$ cat src/rtl/register_bank.sv
// register_bank: 32 x DATA_WIDTH MIPS general-purpose register file.
// One write port, two registered read ports with write-first bypass.
module register_bank #(
  parameter int DATA_WIDTH = 32,
  parameter logic [DATA_WIDTH-1:0] SP_RESET = DATA_WIDTH'(227)
) (
  input  logic                  clk,
  input  logic                  reset,
  input  logic                  reg_write,
  input  logic [4:0]            write_reg,
  input  logic [DATA_WIDTH-1:0] write_data,
  input  logic [4:0]            read_reg_1,
  input  logic [4:0]            read_reg_2,
  output logic [DATA_WIDTH-1:0] read_data_1,
  output logic [DATA_WIDTH-1:0] read_data_2
);

  logic [DATA_WIDTH-1:0] regs [32];
  logic                  wr_en;
  logic [DATA_WIDTH-1:0] rd1_n;
  logic [DATA_WIDTH-1:0] rd2_n;

  // $0 is never written, so it holds its reset zero forever
  assign wr_en = reg_write && (write_reg != 5'd0);

  always_comb begin
    rd1_n = '0;
    rd2_n = '0;
    unique case (1'b1)
      (read_reg_1 == 5'd0):
        rd1_n = '0;
      (wr_en && write_reg == read_reg_1):
        rd1_n = write_data;
      default:
        rd1_n = regs[read_reg_1];
    endcase
    unique case (1'b1)
      (read_reg_2 == 5'd0):
        rd2_n = '0;
      (wr_en && write_reg == read_reg_2):
        rd2_n = write_data;
      default:
        rd2_n = regs[read_reg_2];
    endcase
  end

  always_ff @(posedge clk) begin
    if (reset) begin
      for (int i = 0; i < 32; i++) begin
        regs[i] <= (i == 29) ? SP_RESET : '0;
      end
      read_data_1 <= '0;
      read_data_2 <= '0;
    end else begin
      if (wr_en) begin
        regs[write_reg] <= write_data;
      end
      read_data_1 <= rd1_n;
      read_data_2 <= rd2_n;
    end
  end

endmodule

$ cat config.mk
export PLATFORM = sky130hd
export DESIGN_NAME = register_bank
export DESIGN_NICKNAME = d
export VERILOG_FILES = /design/src/rtl/register_bank.sv
export SDC_FILE = /design/constraint.sdc
export NUM_CORES = 2
export LEC_CHECK = 0
export BUFFER_PORTS_ARGS = -buffer_cell sky130_fd_sc_hd__clkbuf_2
export CAP_MARGIN = 25
export CELL_PAD_IN_SITES_DETAIL_PLACEMENT = 0
export CELL_PAD_IN_SITES_GLOBAL_PLACEMENT = 1
export CORE_MARGIN = 5
export CORE_UTILIZATION = 45
export CTS_CLUSTER_DIAMETER = 50
export CTS_CLUSTER_SIZE = 40
export DETAILED_ROUTE_END_ITERATION = 12
export PLACE_DENSITY = 0.71
export SLEW_MARGIN = 40
export SYNTH_ARGS = -nofsm -noshare
export SYNTH_HDL_FRONTEND = slang
export SYNTH_SLANG_ARGS = --single-unit
$ cat constraint.sdc
create_clock -name clk -period 3.7 [get_ports clk]
set_input_delay 0.185 -clock clk [delete_from_list [all_inputs] [get_ports clk]]
set_output_delay 0.185 -clock clk [all_outputs]
set_load 0.05 [all_outputs]
### Yosys cells after proc, flatten, opt, wreduce, memory -nomap -nowiden

Memories as Yosys holds them, arrays and structs flattened.
Cells that the tools add are included.

| operators by class | value |
|---|---|
| eq/ne operators | 2 |
| mux-type cells | 10 |
| reductions and logical operators | 7 |

Operator list:

| operator | count |
|---|---|
| $pmux W32 S2 | 2 |
| $mux W32 | 1 |
| $reduce_or A32 Y1 | 1 |
| $eq A5 B5 Y1 | 2 |
| $logic_not A5 Y1 | 2 |
| $mux W1 | 6 |
| $mux W5 | 1 |
| $reduce_bool A5 Y1 | 1 |
| $logic_and A1 B1 Y1 | 3 |

| word-level totals | value |
|---|---|
| register bits | 64 |
| bits in writable memories | 1024 |
| output and inout port bits | 64 |
| memories | 1 |

Memories:

| name | words | bits a word | rd ports | clocked after Yosys merged registers in | wr ports | line | source |
|---|---|---|---|---|---|---|---|
| regs | 32 | 32 | 2 | 0 | 32 | 18 | `logic [DATA_WIDTH-1:0] regs [32];` |

### Longest topological paths before layout

| logic depth | value |
|---|---|
| depth after elaboration | 7 |
| depth in mapped cells | 10 |
| gate-level depth less buffers | 5 |

### Least setup slack after synthesis

OpenSTA, ideal clock, no wires.

| path | value |
|---|---|
| path type | input to register |
| start point | in write_reg[2] |
| end point | mem regs[12][0] (enable) |
| setup time | 0.330 ns |
| arrival time | 1.731 ns |
| required time | 3.370 ns |
| path slack | 1.639 ns |
| cell stages on the path | 6 |
| buffers on the path | 2 |
| cell sequence | buf_2 -> or3_1 -> nand4bb_1 -> clkbuf_1 -> nor2_1 -> or2_2 |

RTL lines:

| what | line | source |
|---|---|---|
| start, declared | 10 | `input logic [4:0] write_reg,` |
| end, declared | 18 |  |

==> flow_metrics.env <==
export IMPL_outcome="completed"
export IMPL_endpoint_kind="flip-flop"
export IMPL_htree_levels=4
export IMPL_clkTransAtPathRegs_ns=0.06
export IMPL_yosysWarnings=0
export IMPL_regToRegSetupSlack_ns=1.58
export IMPL_finalCriticalPeriod_ns=2.505
export IMPL_netlist_area_sq_mm=0.05620
export IMPL_syn2layout_area_growth_pct=13.48
export IMPL_wl_microns=187300
export IMPL_top_usage_layer="met2"
export IMPL_synth_seq_cells=1088
export IMPL_yosysTopAreaCellShare_pct=54.72
export IMPL_crit_top_cell="buf_4"
export IMPL_first_pass_iters=7
export IMPL_path_cells="dlygate4sd3_1 > buf_4 > nor2b_1 > nand3_1 > buf_4 > nor2_2 > or2_2 > buf_12"
export IMPL_final_setup_viol_count=0
export IMPL_grt_max_degree=78
export IMPL_leakagePower_uw=0.02223
export IMPL_vias=34794
export IMPL_grt_pass1_wl_microns=264500
export IMPL_synth_most_common_cell="edfxtp_1"
export IMPL_clk_latency_ns=0.76
export IMPL_clock_sinks=1088
export IMPL_cts_tree="built"
export IMPL_cellPowerDensity_mw_per_mm2=498.2
export IMPL_first_global_vias=34942
export IMPL_clockRootBuffer="clkbuf_16"
export IMPL_dp_hpwl_microns=113400
export IMPL_drive_above_1_share_pct=28.92
export IMPL_skew_ns=0.02826
export IMPL_fin_cells=5446
export IMPL_die_h_microns=363.4
export IMPL_cp_arrival_ns=2.97
export IMPL_use_met3_pct=6.066
export IMPL_gp_congestion=0.8587
export IMPL_slew_violations=0
export IMPL_vdd_drop_max_mv=0.4726
export IMPL_die_x_microns=363.4
export IMPL_start_util_pct=45.33
export IMPL_synth_top_area_cell="edfxtp_1"
export IMPL_required_ns=4.17
export IMPL_synth_top_cells_by_count="1024 x edfxtp_1, 996 x and2_1, 499 x mux4_2"
export IMPL_tns_ns=0
export IMPL_hold_viol=0
export IMPL_grt_use_total_pct=28.29
export IMPL_critPathMaxFanout=12
export IMPL_cp_top_family="simple AND/OR/NAND/NOR gates"
export IMPL_rsz0062_at_grt="no"
export IMPL_seq_area_frac_synth_pct=57.00
export IMPL_ys_flop_type="edfxtp_1"
export IMPL_avgSynthCellArea_sq_um=15.40
export IMPL_portBuffers=113
export IMPL_drt_wirelength_per_cell_microns=34.39
export IMPL_max_slew_margin_rel_pct=43.55
export IMPL_cts_buffers=133
export IMPL_period_share_pct=67.71
export IMPL_path_class="in -> reg"
export IMPL_use_met1_pct=39.05
export IMPL_cts_buffer_depth=3
export IMPL_grt_met2_usage_pct=44.12
export IMPL_async_flop_share_pct=0
export IMPL_cap_violations=0
export IMPL_ys_types=49
export IMPL_ant_nets=0
export IMPL_fmaxAchievable_ghz=0.3992
export IMPL_yosys_top_cells_area="edfxtp_1 55%, mux4_2 20%, and2_1 11%"
export IMPL_synth_cells=3648
export IMPL_grt_overflow_total=0
export IMPL_crit_slowest_cell="dlygate4sd3_1"
export IMPL_dieArea_sq_mm=0.1320
export IMPL_rows=129
export IMPL_dp_cells=5189
export IMPL_path_buf_inv=4
export IMPL_viasPerCell=6.389
export IMPL_max_stage_delay_ns=0.53
export IMPL_nets=3742
export IMPL_start_kind="input pin"
export IMPL_core_sq_mm=0.1240
export IMPL_drtIter0Drc=4566
export IMPL_worst_pin_slew_ns=0.8467
export IMPL_hold_path_class="in -> reg"
export IMPL_drcViolationCount=0
export IMPL_grt_antenna_before_repair=16
export IMPL_synth_edf_count=1024
export IMPL_io_pins=114
==> timing repair <==
action / 4_1_cts / 5_1_grt
setup buffers: 0 / 0
hold buffers: 4 / 0
gates resized for setup: 0 / 0
hold endpoints to repair: 21 / 0
==> power breakdown <==
group / total, uW / internal, uW / switching [uW]
sequential: 14600 / 14200 / 438
clock: 13500 / 7870 / 5620
combinational: 3660 / 1460 / 2200
==> path summary, 6_finish.rpt <==
| check | startpoint | endpoint | cells past startpoint |
|---|---|---|---|
| min | read_reg_2[4] | read_data_2[22] | 3 |
| max | reset | regs[23][3] | 8 |
| max reg2reg | regs[13][21] | read_data_1[21] | 5 |
| min reg2reg | regs[5][20] | read_data_2[20] | 4 |
==> stage by stage <==
step	setup slack [ns]	util, %	instance area [sq um]	hold WS (ns)	total power (uW)
after global placement	0.5706	47.64	59050	0.6825	18440
after detailed placement	0.8582	47.70	59130	0.6862	18480
after global routing	1.233	51.44	63760	0.1075	32660
after CTS	1.314	51.41	63730	0.04323	31900
final	1.195	51.45	63770	0.1172	31770
after floorplan	1.639	-	56310	0.3031	17010
==> cell families (layout without fill, tap and decap cells) <==
group,Yosys count,after routing,share of synthesized area (%)
AO/OA/AOI/OAI,280,280,3.440
XOR/XNOR,10,10,0.1559
buffers and inverters,395,520,3.077
flip-flops,1088,1088,57.00
multiplexers,647,647,23.28
other,1,37,0.006673
AND/OR/NAND/NOR,1227,1227,13.04
==> worst register-to-register path: cells and delay by family (launching register included) <==
kind	cells	cell delay (ns)
AOI/OAI and AO/OA	2	0.59
DFF	1	0.39
muxes	2	0.69
and+or+nand+nor	1	0.25
==> cell usage in the layout, fill, tap and decap left out, types with 12 or more instances in the layout <==
cell type,n
dfxtp_1,64
bufinv_16,12
nor2_4,17
nor2_2,15
mux2i_1,96
clkinv_2,12
buf_12,35
edfxtp_1,1024
buf_4,119
mux2_2,32
clkinv_1,15
a211oi_1,27
clkbuf_2,102
or2_2,28
and2_1,996
mux4_2,499
mux4_1,19
o22ai_1,54
a21oi_1,58
a22o_1,22
clkinvlp_4,14
inv_6,20
nand2_1,99
a22oi_1,58
clkinv_4,15
conb_1,32
clkbuf_16,139
nand3_1,27
o211ai_1,32
==> cell type report <==
| class | instances | area [sq um] |
|---|---|---|
| diodes | 5 | 12.51 |
| clock buffers | 150 | 3530 |
| clock inverters | 97 | 1030 |
| fillers | 10122 | 60190 |
| inverters | 2 | 7.507 |
| multi-input cells | 2196 | 22810 |
| flip-flops and latches | 1088 | 32030 |
| well taps | 1637 | 2048 |
| repair buffers | 271 | 2301 |
==> per-layer routing <==
layer	share of wire (%)	vias to the layer above
met4	4.3	4
li1	-	14142
met2	47	1984
met3	9.7	358
met5	0.016	-
met1	39	18306
==> state kept, by name (all words and copies together) (netlist names) <==
name,flops
regs,1024
read_data_2,32
read_data_1,32
Power figures use the tool's default switching activity.
